`config.mk`:
```
export PLATFORM = sky130hd
export DESIGN_NAME = pipe_stage_reg
export DESIGN_NICKNAME = d
export VERILOG_FILES = /design/src/rtl/pipe_pkg.sv /design/src/rtl/pipe_stage_reg_sat_counter.sv /design/src/rtl/pipe_stage_reg.sv
export SDC_FILE = /design/constraint.sdc
export NUM_CORES = 1
export LEC_CHECK = 0
export ABC_AREA = 1
export CORE_UTILIZATION = 45
export DETAILED_ROUTE_END_ITERATION = 10
export PLACE_DENSITY = 0.8
export SETUP_SLACK_MARGIN = 0.2
export SLEW_MARGIN = 30
export SYNTH_ARGS = -nofsm -noshare
export SYNTH_HDL_FRONTEND = slang
export SYNTH_SLANG_ARGS = --single-unit
```
`constraint.sdc`:
```
create_clock -name clk -period 2.2 [get_ports clk]
set_clock_uncertainty 0.15 [all_clocks]
set_input_delay 0.44 -clock clk [delete_from_list [all_inputs] [get_ports clk]]
set_output_delay 0.44 -clock clk [all_outputs]
set_load 0.005 [all_outputs]
```
`src/rtl/pipe_pkg.sv`:
```
// Shared constants for the elastic pipeline stage registers: state encodings and
// the payload width carried across each pipeline boundary.
package pipe_pkg;
  localparam logic [1:0] ST_EMPTY = 2'd0;
  localparam logic [1:0] ST_FULL  = 2'd1;
  localparam logic [1:0] ST_SKIDF = 2'd2;

  localparam int IF_ID_W  = 64;
  localparam int ID_EX_W  = 160;
  localparam int EX_MEM_W = 128;
  localparam int MEM_WB_W = 96;
endpackage

```
`src/rtl/pipe_stage_reg_sat_counter.sv`:
```
// Saturating event counter; adds 1 on inc and 2 on inc2, and holds at all-ones.
// The count is registered, so it reflects events one cycle later; it has no backpressure.
module sat_counter #(
  parameter int W = 16
) (
  input  logic         clk,
  input  logic         rst_n,
  input  logic         inc,
  input  logic         inc2,
  output logic [W-1:0] cnt
);
  localparam logic [W:0] MAX = {1'b0, {W{1'b1}}};

  logic [W-1:0] cnt_q, cnt_d;
  logic [W:0]   sum;

  always_comb begin
    sum   = {1'b0, cnt_q} + {{(W-1){1'b0}}, inc2, inc};
    cnt_d = (sum > MAX) ? {W{1'b1}} : sum[W-1:0];
  end

  always_ff @(posedge clk) begin
    if (!rst_n) cnt_q <= '0;
    else        cnt_q <= cnt_d;
  end

  assign cnt = cnt_q;
endmodule

```
`src/rtl/pipe_stage_reg.sv`:
```
// Elastic valid/ready stage register with stall, flush and an optional 2-entry skid buffer.
// Latency is 1 cycle; with SKID=1 in_ready is registered, otherwise it follows out_ready combinationally.
module pipe_stage_reg
  import pipe_pkg::*;
#(
  parameter int DATA_W = 128,
  parameter int WR_W   = 5,
  parameter int SKID   = 1,
  parameter int CNT_W  = 16
) (
  input  logic              clk,
  input  logic              rst_n,
  input  logic              stall,
  input  logic              flush,
  input  logic              in_valid,
  output logic              in_ready,
  input  logic [DATA_W-1:0] in_data,
  input  logic [WR_W-1:0]   in_wr,
  input  logic              in_we,
  output logic              out_valid,
  input  logic              out_ready,
  output logic [DATA_W-1:0] out_data,
  output logic [WR_W-1:0]   out_wr,
  output logic              out_we,
  output logic [CNT_W-1:0]  stall_cnt,
  output logic [CNT_W-1:0]  kill_cnt
);
  logic [1:0]        state_q, state_d;
  logic [DATA_W-1:0] main_data_q, main_data_d, skid_data_q, skid_data_d;
  logic [WR_W-1:0]   main_wr_q, main_wr_d, skid_wr_q, skid_wr_d;
  logic              main_we_q, main_we_d, skid_we_q, skid_we_d;
  logic              rdy_q, rdy_d;
  logic              fire_in, fire_out;
  logic              kill_one, kill_two;

  always_comb begin
    state_d     = state_q;
    main_data_d = main_data_q;
    main_wr_d   = main_wr_q;
    main_we_d   = main_we_q;
    skid_data_d = skid_data_q;
    skid_wr_d   = skid_wr_q;
    skid_we_d   = skid_we_q;

    out_valid = (state_q != ST_EMPTY);
    fire_out  = out_valid & out_ready & ~stall;
    in_ready  = (SKID != 0) ? (~stall & rdy_q) : (~stall & (~out_valid | out_ready));
    fire_in   = in_valid & in_ready;

    if (flush) begin
      state_d = ST_EMPTY;
    end else if (!stall) begin
      if (SKID != 0) begin
        case (state_q)
          ST_EMPTY: begin
            if (fire_in) begin
              state_d     = ST_FULL;
              main_data_d = in_data;
              main_wr_d   = in_wr;
              main_we_d   = in_we;
            end
          end
          ST_FULL: begin
            if (fire_in && !fire_out) begin
              state_d     = ST_SKIDF;
              skid_data_d = in_data;
              skid_wr_d   = in_wr;
              skid_we_d   = in_we;
            end else if (fire_in) begin
              main_data_d = in_data;
              main_wr_d   = in_wr;
              main_we_d   = in_we;
            end else if (fire_out) begin
              state_d = ST_EMPTY;
            end
          end
          ST_SKIDF: begin
            if (fire_out) begin
              state_d     = ST_FULL;
              main_data_d = skid_data_q;
              main_wr_d   = skid_wr_q;
              main_we_d   = skid_we_q;
            end
          end
          default: state_d = ST_EMPTY;
        endcase
      end else begin
        if (fire_in) begin
          state_d     = ST_FULL;
          main_data_d = in_data;
          main_wr_d   = in_wr;
          main_we_d   = in_we;
        end else if (fire_out) begin
          state_d = ST_EMPTY;
        end
      end
    end

    // Ready is precomputed from the next state so in_ready never depends on out_ready.
    rdy_d    = (state_d != ST_SKIDF);
    kill_one = flush & (state_q == ST_FULL);
    kill_two = flush & (state_q == ST_SKIDF);
  end

  always_ff @(posedge clk) begin
    if (!rst_n) begin
      state_q     <= ST_EMPTY;
      main_data_q <= '0;
      main_wr_q   <= '0;
      main_we_q   <= 1'b0;
      skid_data_q <= '0;
      skid_wr_q   <= '0;
      skid_we_q   <= 1'b0;
      rdy_q       <= 1'b1;
    end else begin
      state_q     <= state_d;
      main_data_q <= main_data_d;
      main_wr_q   <= main_wr_d;
      main_we_q   <= main_we_d;
      skid_data_q <= skid_data_d;
      skid_wr_q   <= skid_wr_d;
      skid_we_q   <= skid_we_d;
      rdy_q       <= rdy_d;
    end
  end

  assign out_data = main_data_q;
  assign out_wr   = main_wr_q;
  assign out_we   = main_we_q & out_valid;

  sat_counter #(.W(CNT_W)) u_stall_cnt (
    .clk  (clk),
    .rst_n(rst_n),
    .inc  (stall & out_valid),
    .inc2 (1'b0),
    .cnt  (stall_cnt)
  );

  sat_counter #(.W(CNT_W)) u_kill_cnt (
    .clk  (clk),
    .rst_n(rst_n),
    .inc  (kill_one),
    .inc2 (kill_two),
    .cnt  (kill_cnt)
  );
endmodule

```
; ---- Word-level counts from Yosys, hierarchy flattened
; Cells that the tools add are included.
[word_totals]
latch_bits = 0
n_memories = 0
output_inout_bits = 168
register_bits = 303
ram_bits = 0
rom_bits = 0
in_bits = 140
elab_cells = 58
[classes]
shift = 0
mul = 0
n_mux = 22
div = 0
n_addsub = 2
order_cmp = 2
reduce_logical = 7
bitwise = 10
eq_ne = 5
[ops]
columns = op, n
row1 = 2-to-1 mux 128 bit, 3
row2 = case mux 128 bit (3 select lines), 1
row3 = "> comparator 17 x 16 -> 1 bit, second input constant", 2
row4 = 2-to-1 mux 16 bit, 2
row5 = adder 16 x 1 -> 17 bit, 1
row6 = adder 16 x 2 -> 17 bit, 1
row7 = 2-to-1 mux 5 bit, 3
row8 = case mux 5 bit (3 select lines), 1
row9 = 2-to-1 mux 2 bit, 7
row10 = AND 1 bit, 8
row11 = "inequality test 2 bit, second input constant", 3
row12 = case mux 2 bit (3 select lines), 1
row13 = AND reduction 5 bit, 1
row14 = AND reduction 4 bit, 1
row15 = 2-to-1 mux 1 bit, 3
row16 = case mux 1 bit (3 select lines), 1
row17 = nonzero test 3 bit, 1
row18 = "equality test 2 x 1 -> 1 bit, second input constant", 1
row19 = "equality test 2 bit, second input constant", 1
row20 = logical NOT 2 bit, 1
row21 = inverter 1 bit, 2
row22 = nonzero test 2 bit, 1
row23 = logical AND 1 bit, 1
row24 = logical NOT 1 bit, 1

; ---- Depth between registers and ports, before layout
; Gate-level depths: netlist (run 1).
[logic_depth]
ltp_word = 10
mapped_depth = 14

; ---- Modules after synthesis
; From an unflattened synthesis (run 1), not the netlist that was laid out.
[hier_totals]
cells_unflattened = 2034
hier_area_um2 = 13789.5
[by_module_without_submodules]
columns = mod, seq_area_each_um2, cells_per_inst, instances, area_per_inst_um2
row1 = pipe_stage_reg, 5425.2, 1790, 1, 11932.7
row2 = sat_counter (u_kill_cnt), 320.3, 121, 1, 937.1
row3 = sat_counter (u_stall_cnt), 320.3, 123, 1, 919.6

; ---- Worst setup path after synthesis (run 1)
; OpenSTA, ideal clock, no wires.
[synth_timing]
path_kind = flip-flop to flip-flop
from = reg state_q[0]
to = reg u_kill_cnt.cnt_q[12], in the netlist u_kill_cnt.cnt[12]
synth_period_minus_slack_ns = 2.205
setup_ns = 0.132
t_arrival_ns = 1.923
t_required_ns = 1.918
setup_slack_ns = -0.005
path_stages_with_launch = 13
n_path_buf = 2
path_cell_list = dfxtp_1 inv_2 nand2_2 clkbuf_1 nor2_1 fa_1 nand2_1 nor2_2 nand2_1 nor2_1 nand3_1 buf_2 a21oi_1
[synth_between]
elab_chain_len = 5
elab_cells_between_ends = 7
[synth_lines]
columns = element, line
row1 = start: declaration, pipe_stage_reg.sv:28  ; logic [1:0] state_q, state_d;
row2 = start signal: assignment, pipe_stage_reg.sv:116  ; state_q <= state_d;
row3 = equality test 2 x 1 -> 1 bit or equality test 2 bit (tied branches), "pipe_stage_reg.sv:101, pipe_stage_reg.sv:102"
row4 = AND 1 bit (on tied branches), "pipe_stage_reg.sv:101, pipe_stage_reg.sv:102"
row5 = adder 16 x 2 -> 17 bit *, pipe_stage_reg_sat_counter.sv:18  ; sum = {1'b0, cnt_q} + {{(W-1){1'b0}}, inc2, inc};
row6 = > comparator 17 x 16 -> 1 bit, pipe_stage_reg_sat_counter.sv:19  ; cnt_d = (sum > MAX) ? {W{1'b1}} : sum[W-1:0];
row7 = 2-to-1 mux 16 bit *, pipe_stage_reg_sat_counter.sv:19
row8 = end signal: assignment, pipe_stage_reg_sat_counter.sv:24  ; else cnt_q <= cnt_d;
row9 = end: declaration, pipe_stage_reg_sat_counter.sv:14  ; logic [W-1:0] cnt_q, cnt_d;
; Mark *: on every way between the ends. The rest lies on a longest branch, timed or not.
; A chain may end at the register's enable or synchronous reset.

; ---- Worst setup path after layout (run 1)
[layout_timing]
from = reg u_stall_cnt.cnt_q[10], in the netlist u_stall_cnt.cnt[10]
to = out stall_cnt[10]
[layout_lines]
columns = element, line
row1 = start: declaration, pipe_stage_reg_sat_counter.sv:14
row2 = start signal: assignment, pipe_stage_reg_sat_counter.sv:24
row3 = end: declaration, pipe_stage_reg.sv:25  ; output logic [CNT_W-1:0] stall_cnt,
; No word-level cell between the ends.

==> run metrics, run 1 <==
CP max FO=5; crit path buf inv count=1; Final Hold Fails=0; area fraction in compound gates after synthesis=22.8%; Final Power=12.8 mW; crit-path max cell delay=520 ps; Initial Utilization=45.9%; Peak VDD IR=0.000523 V; CTS root buf=clkbuf_16; Pre-antenna DRT Iters=5; Tmin final=1990 ps; synthesis-to-layout area growth=41.5%; Avg Cell Area, Syn=7.29 sq um; Die X=170 um; ANT cells=0; RSZ-0062 raised after global routing=true; final period utilization=90.5%; first-pass GRT wire length=57.2 mm; measured slew at the worst slew-check pin=574 ps; Cells after Synth=1747; Worst Hold Class=in2reg; Leakage=7.19 nW; Synth Cell Area=0.0127 sq mm; Worst-Skew Late Latency=500 ps; Commonest cells post-synth=352 x o21ai_0, 303 x dfxtp_1, 198 x nand2_1; CTS tree=done; full die area=0.0290 sq mm; XOR/XNOR share of the synthesized area=0.894%; max-slew violation count=0; Routed Antenna Nets=0; Simple-Gate Fraction of Synth Area=18.0%; Global Route Usage Sum=24.0%; DR iter-0 viols=1024; crit path DAT=1400 ps; Cell Rows=61; initial antenna violation count=3; post-synthesis mux area share=0%; drt wl/cell=15.2 um; IO Pins=308; vias=12900; ys async rst share=0%; largest net degree at the start of global routing=143; syn_nets=1892; core area=0.0278 sq mm; vias in the first global route=11700; share of layout cells above drive strength 1=10.5%; CP max stage cell=clkdlybuf4s50_1; CP Class=reg2out; dpl ws=-468 ps; die height=170 um; CTS H-tree lvls=2; Final setup viols=0; Clock Path Buffers=3; post-synth top area share=47.6%; gpl congestion=0.874; DRC viols=0; placed cell area=0.0165 sq mm; IO buf count=307; slew margin rel.=61.7%; setup ws final=209 ps; area leader, netlist=dfxtp_1; final instance area=0.0180 sq mm; CP endpoint kind=primary output; nets=2170; vias per std cell=5.30; power per cell area=708 mW/mm^2; # hold bufs at CTS=0; FF+latch count, synth=303; largest family of logic cells by synthesized area=compound AO/OA/AOI/OAI gates; filler cell count=2273; YS warnings=0; hpwl dp=23.2 mm; CTS Buf Count=34; f_max=502 MHz; Max Cap Viol=0; clk sinks=303; Post-Synth Adder-Cell Area=0.550%; gr ovfl total=0; Total Routed Length=36.8 mm; register area share after synthesis=47.6%; prevailing post-synth register cell=dfxtp_1; critical-path cell list=clkdlybuf4s50_1; Distinct cells, synth=30; critical path required time=1610 ps; outcome=complete, no violations; CP Launch Type=register; Top delay family on crit path=buffers and inverters; number of synthesized flops with an enable pin=0; synth top area cells=dfxtp_1 48%, o21ai_0 14%, a21oi_1 6.3%; count leader, synth=o21ai_0; Reg clk slew, reported paths=60 ps
-- layer usage --
layer | up-vias | global-route usage, % | wire length, um
met5 | - | 0 | 40
met4 | 6 | 7.01 | 749
met3 | 63 | 6.42 | 3190
met2 | 467 | 39.6 | 17300
met1 | 5990 | 30.6 | 15500
li1 | 6328 | - | -
-- state kept, by name (all words and copies together), names as in the netlist --
register / cells
main_we_q: 1
out_data: 128
out_wr: 5
rdy_q: 1
skid_data_q: 128
skid_we_q: 1
skid_wr_q: 5
state_q: 2
u_kill_cnt.cnt: 16
u_stall_cnt.cnt: 16
-- placed cells by master, fill, tap and decap left out, types with 9 or more instances in the layout --
master,Yosys,layout
o21ai_0,352,349
clkdlybuf4s50_1,0,278
dfxtp_1,303,266
nand2_1,198,189
inv_1,172,169
nor2_1,165,156
a21oi_1,160,152
nor3_1,138,137
o21ai_1,60,62
buf_4,2,42
clkbuf_16,0,35
dfxtp_2,0,27
buf_12,0,25
dlymetal6s2s_1,0,19
nand3_1,20,16
dfxtp_4,0,10
nand2_2,2,9
clkbuf_1,76,9
-- where the power goes --
group / leakage, nW / internal, mW / total [mW] / switching, mW
clock: 0.572 / 3.67 / 5.89 / 2.22
sequential: 2.47 / 5.60 / 5.67 / 0.0690
combinational: 4.14 / 0.628 / 1.20 / 0.575
total: 7.19 / 9.89 / 12.8 / 2.87
-- layout make-up --
| cell class | instances | area, sq um | area share [%] |
|---|---|---|---|
| Timing Repair Buffer | 377 | 3960 | 21.9 |
| Clock buffer | 52 | 1020 | 5.66 |
| Clock inverter | 8 | 148 | 0.819 |
| Sequential cell | 303 | 6140 | 34.0 |
| Inverter | 175 | 662 | 3.67 |
| Tap cell | 378 | 473 | 2.62 |
| Multi-Input combinational cell | 1134 | 5630 | 31.2 |
-- metrics by stage --
stage,hold slack [ps],utilization [%],setup TNS (ps),std cells
after global placement,281,59.4,-56040,2362
after CTS,153,63.8,0,2422
after global routing,182,64.9,0,2427
after detailed placement,286,59.4,-68080,2362
after floorplan,275,-,0,1747
final,166,64.9,0,2427
-- worst register-to-register path, delay by kind of cell, from the launching register on --
kind / cells / cell delay (ps)
adder cells (fa/ha/maj): 2 / 290
AND/OR/NAND/NOR: 6 / 550
buffers and inverters: 4 / 390
AO/OA/AOI/OAI: 1 / 160
flip-flops: 1 / 380
-- path summary, 6_finish.rpt --
check	startpoint	slack, ps	to	cells past startpoint
setup / recovery	u_stall_cnt.cnt[10]$_SDFF_PN0_	210	stall_cnt[10]	1
hold / removal	rst_n	170	skid_data_q[35]$_SDFFE_PN0P_	3
setup reg to reg	state_q[0]$_SDFF_PN0_	210	u_stall_cnt.cnt[0]$_SDFF_PN0_	13
hold reg to reg	skid_data_q[80]$_SDFFE_PN0P_	290	skid_data_q[80]$_SDFFE_PN0P_	2
-- timing repair --
action / in CTS / in global routing
hold endpoints to repair: 0 / 0
gates cloned: 0 / 1
gates resized for setup: 42 / 90
endpoints found under the setup margin: 55 / 69
pin swaps: 0 / 19
buffers inserted: 0 / 4
-- cells by family (layout without fill, tap and decap cells) --
| family | count (synthesis) | in the layout |
|---|---|---|
| and+or+nand+nor | 537 | 538 |
| xor gates and xnor gates | 13 | 13 |
| AOI/OAI and AO/OA | 578 | 578 |
| buffers and inverters | 311 | 612 |
| DFF | 303 | 303 |
| adders and majority gates | 5 | 5 |
Power figures use the tool's default switching activity.
==> run 2, diff against run 1 <==
- PLACE_DENSITY: 0.8 -> 0.77
- clock period: 2.2 -> 1.8 ns (I/O delays scaled with it)
==> run metrics, run 2 (synthesis gave the netlist of run 1 again) <==
failing checks=setup timing; drt wl/cell=20.6 um; largest net degree at the start of global routing=84; Global Route Usage Sum=29.8%; hold_sp=rst_n; Cell Rows=61; most common cell after layout, fill and taps aside=nand2_1; die height=170 um; share of layout cells above drive strength 1=43.7%; clock network fraction of design power=42.2%; nets=2325; Logic pwr share=13.2%; dpl ws=-727 ps; CTS root buf=clkbuf_16; outcome=complete, but fails checks; first-pass GRT wire length=69.6 mm; Pre-antenna DRT Iters=5; Util after Layout=77.7%; measured slew at the worst slew-check pin=748 ps; sw frac=25.4%; Final Hold Fails=0; Worst-Skew Late Latency=580 ps; clk sinks=303; R2R Path End=u_kill_cnt.cnt[2]$_SDFF_PN0_; Max Cap Viol=0; DRC viols=0; gpl congestion=0.850; max-slew violation count=0; power per cell area=723 mW/mm^2; Initial Utilization=45.9%; hold slack=56.2 ps; Hold Path End=out_data[33]$_SDFFE_PN0P_; synthesis-to-layout area growth=69.4%; initial antenna violation count=3; Clock Path Buffers=3; gr ovfl total=0; DR iter-0 viols=1356; Routed Antenna Nets=0; Leakage=8.83 nW; placed cell area=0.0166 sq mm; vias in the first global route=13500; Psw=3.97 mW; CTS tree=done; Peak VDD IR=0.000644 V; CP Class=reg2reg; Worst Hold Class=in2reg; CP max FO=7; full die area=0.0290 sq mm; internal power=11.6 mW; IO buf count=307; Seq pwr share=44.6%; Tmin final=2060 ps; RSZ-0062 raised after global routing=true; IO Pins=308; CTS H-tree lvls=1; vias per std cell=5.73; CTS Buf Count=31; f_max=486 MHz; setup ws final=-256 ps; final period utilization=114%; CP endpoint kind=register; Reg clk slew, reported paths=70 ps; R2R Path Start=state_q[1]$_SDFF_PN0_; crit path DAT=2400 ps; hpwl dp=23.9 mm; most frequent cells in the layout=174 x nand2_1, 170 x inv_1, 169 x o21ai_0, 166 x buf_2, 156 x nor2_1; reg-to-reg slack, setup=-260 ps; CP Launch Type=register; Total Routed Length=53.3 mm; critical path required time=2150 ps; slew margin rel.=49.8%; vias=14800; Die X=170 um; final instance area=0.0216 sq mm; cell depth of the worst min-delay path=3; core area=0.0278 sq mm; R2R depth=11; Final setup viols=238; # hold bufs at CTS=0
run 2: changes by cell type in the layout (fill, tap and decap cells not counted), moves of 27 or more:
cell             delta
a21oi_1            -65
a21oi_2            +60
buf_16             +38
buf_2             +165
buf_4              +35
buf_6              +27
clkdlybuf4s50_1   -141
dfxtp_1           -115
dfxtp_2           +110
nor3_1             -76
nor3_2             +64
o21ai_0           -180
o21ai_1            +30
o21ai_2           +132
run 2: what timing repair did:
| item | in CTS | in global routing |
|---|---|---|
| resized for setup | 1186 | 333 |
| endpoints found under the setup margin | 470 | 317 |
| buffers inserted | 62 | 22 |
| pin swaps | 116 | 96 |
| cloned | 32 | 39 |
run 2: how the worst max path moves through the flow:
stage,from,to,slack (ps),depth (start not counted)
floorplan,state_q[1]$_SDFF_PN0_,u_kill_cnt.cnt[12]$_SDFF_PN0_,-120,12
global placement,flush,u_kill_cnt.cnt[10]$_SDFF_PN0_,-710,11
detailed placement,flush,u_kill_cnt.cnt[12]$_SDFF_PN0_,-730,11
CTS,state_q[0]$_SDFF_PN0_,out_we,-170,6
global route,state_q[0]$_SDFF_PN0_,u_stall_cnt.cnt[5]$_SDFF_PN0_,-330,13
finish,state_q[1]$_SDFF_PN0_,u_kill_cnt.cnt[2]$_SDFF_PN0_,-260,11
run 2: power by group through the flow:
stage               clock network [mW]  logic (mW)  registers, mW
floorplan                            0       0.618           7.08
global route                      6.89        2.18           6.97
global placement                     0        1.46           7.09
CTS                               6.57        1.77           6.95
detailed placement                   0        1.49           7.09
finish                            6.58        2.06           6.96
run 2: worst max-delay path: stages, from the launching register on:
cell and delay, ps:
dfxtp_2 340, inv_4 80, nand2_4 60, nor2_4 120, ha_4 160, fa_2 240, nand2_4 70, nor2_4 120
nand2_2 80, nor2_4 170, nand3_4 180, a21oi_2 220
run 2: area by class of cell:
cell class                 count  area [sq um]
clock buffer                  46           942
sequential                   303          6290
timing repair buffer         534          5960
multi-input combinational   1135          7140
fill                        1789          6200
clock inverter                11           100
antenna                        2          5.00
tap                          378           473
inverter                     175           662
run 2: per-layer routing:
metal | share of wire (%) | up-vias | GRT usage (%)
met4 | 5.9 | 0 | 14.9
met5 | 0 | - | 0
met2 | 48 | 809 | 50.9
met1 | 38 | 7073 | 35.5
met3 | 8.2 | 224 | 6.09
li1 | - | 6693 | -
run 2: stage by stage:
stage	cells	total power [mW]	setup TNS [ps]
after floorplan	1747	7.70	-1640
after global placement	2370	8.54	-143030
after detailed placement	2370	8.57	-157960
after CTS	2521	15.3	-12170
after global routing	2584	16.0	-38300
final	2584	15.6	-24170
==> run 3, diff against run 2 <==
- ABC_AREA: 1 -> 0
==> run metrics, run 3 <==
CTS Buf Count=34; Logic pwr share=13.9%; Post-Synth Adder-Cell Area=0.550%; Distinct cells, synth=53; DR iter-0 viols=1300; gr ovfl total=0; hold slack=145 ps; CTS H-tree lvls=2; register area share after synthesis=47.6%; dpl ws=-910 ps; critical path required time=2030 ps; clock network fraction of design power=44.0%; largest family of logic cells by synthesized area=compound AO/OA/AOI/OAI gates; Final setup viols=304; CP Launch Type=register; post-synthesis mux area share=11.0%; Reg clk slew, reported paths=70 ps; non-filler cells, final=2326; CTS tree=done; filler cell count=1179; initial antenna violation count=5; most common cell after layout, fill and taps aside=nand2_1; Initial Utilization=45.9%; count leader, synth=nand2_1; drt wl/cell=27.6 um; area fraction in compound gates after synthesis=19.4%; Simple-Gate Fraction of Synth Area=15.6%; Seq pwr share=42.1%; f_max=436 MHz; Max Cap Viol=0; synth top area cells=dfxtp_1 48%, nand2_1 12%, mux2i_1 11%; met3 wire length=5.00 mm; largest net degree at the start of global routing=60; core area=0.0278 sq mm; setup ws final=-491 ps; Worst Hold Class=in2reg; vias in the first global route=14100; crit path DAT=2530 ps; Final Hold Fails=0; outcome=complete, but fails checks; ys async rst share=0%; slew margin rel.=67.4%; Cells after Synth=1398; max-slew violation count=0; Avg Cell Area, Syn=9.11 sq um; first-pass GRT wire length=80.9 mm; full die area=0.0290 sq mm; number of synthesized flops with an enable pin=0; internal power=12.5 mW; XOR/XNOR share of the synthesized area=1.17%; CP endpoint kind=register; Pre-antenna DRT Iters=6; IO Pins=308; sw frac=24.9%; power per cell area=684 mW/mm^2; CP max FO=4; area leader, netlist=dfxtp_1; Leakage=10.9 nW; Tmin final=2290 ps; Peak VDD IR=0.000733 V; clk sinks=303; met2 wire length=30.8 mm; die height=170 um; Die X=170 um; Final TNS setup=-72080 ps; Cell Rows=61; CTS root buf=clkbuf_16; failing checks=setup timing; post-synth top area share=47.6%; DRC viols=0; Commonest cells post-synth=415 x nand2_1, 303 x dfxtp_1, 155 x a21oi_1; synthesis-to-layout area growth=90.7%; share of layout cells above drive strength 1=53.7%; final period utilization=127%; Routed Antenna Nets=0; hpwl dp=26.1 mm; Total Routed Length=64.2 mm; gpl congestion=0.834; CP Class=reg2reg; RSZ-0062 raised after global routing=true; DP Cell Count=2055; prevailing post-synth register cell=dfxtp_1; Metal-1 WL=23.2 mm; syn_nets=1543; Worst-Skew Late Latency=520 ps; FF+latch count, synth=303; vias=14500; Psw=4.15 mW; vias per std cell=6.24; IO buf count=307; Highest Signal Layer=met5; nets=2063; Clock Path Buffers=3; Global Route Usage Sum=36.2%; YS warnings=0; most frequent cells in the layout=247 x nand2_1, 152 x dfxtp_1, 140 x dfxtp_2, 139 x nand2_4, 138 x mux2i_1; measured slew at the worst slew-check pin=489 ps; Util after Layout=87.5%; Synth Cell Area=0.0127 sq mm
-- run 3: metrics by stage --
step                      instance area [sq um]  total power [mW]
after floorplan                           14300              7.98
after global placement                    18100              8.82
after detailed placement                  18100              8.85
after CTS                                 22400              16.3
after global routing                      24300              17.0
final                                     24300              16.6
-- run 3: final cells by class --
class / instances / area [sq um] / share of cell area, %
well taps: 378 / 473 / 1.95
multi-input cells: 962 / 9010 / 37.1
repair buffers: 606 / 7320 / 30.1
flip-flops and latches: 303 / 6280 / 25.9
diodes: 6 / 15.0 / 0.0618
inverters: 11 / 46.3 / 0.191
clock inverters: 6 / 80.1 / 0.330
clock buffers: 54 / 1070 / 4.40
-- run 3: final timing paths --
kind                                      start  slack (ps)  depth (start not counted)                            end
hold / removal                            flush         140                          3          state_q[1]$_SDFF_PN0_
setup / recovery          state_q[1]$_SDFF_PN0_        -490                         10   skid_data_q[87]$_SDFFE_PN0P_
setup reg to reg          state_q[1]$_SDFF_PN0_        -490                         10   skid_data_q[87]$_SDFFE_PN0P_
hold reg to reg   skid_data_q[118]$_SDFFE_PN0P_         310                          2  skid_data_q[118]$_SDFFE_PN0P_
-- run 3: layer usage --
layer | GRT usage (%) | up-vias
li1 | - | 6052
met3 | 7.81 | 416
met1 | 40.9 | 7055
met2 | 62.7 | 986
met5 | 0 | -
met4 | 21.7 | 2
-- run 3: worst max-delay path: stages (launching register included) --
cell       delay (ps)
dfxtp_2           340
buf_4             130
buf_6             120
nor3b_2           150
buf_4             150
and3_4            240
buf_6             120
buf_12            130
clkbuf_16         150
nand2_2           120
a21oi_2           350
-- run 3: repair_timing --
| action | in CTS | in global routing |
|---|---|---|
| resized for setup | 774 | 448 |
| pin swaps | 51 | 124 |
| buffers inserted | 106 | 38 |
| hold buffers | 1 | 0 |
| endpoints found under the hold margin | 5 | 0 |
| setup endpoints to repair | 468 | 432 |
| cloned | 48 | 12 |
-- run 3: logic make-up (layout without fill, tap and decap cells) --
group                    count (synthesis)  after routing
AO/OA/AOI/OAI                          313            314
XOR/XNOR                                17             17
adder cells (fa/ha/maj)                  5              5
buffers and inverters                  136            677
flip-flops                             303            303
multiplexers                           139            139
other                                    0              6
AND/OR/NAND/NOR                        485            487
-- run 3: power groups by stage --
stage	clock, mW	combinational, mW	sequential (mW)
3_5_place_dp	0	1.72	7.13
5_1_grt	7.60	2.38	7.01
4_1_cts	7.19	2.09	6.98
2_1_floorplan	0	0.859	7.12
6_report	7.31	2.32	7.00
3_3_place_gp	0	1.69	7.13
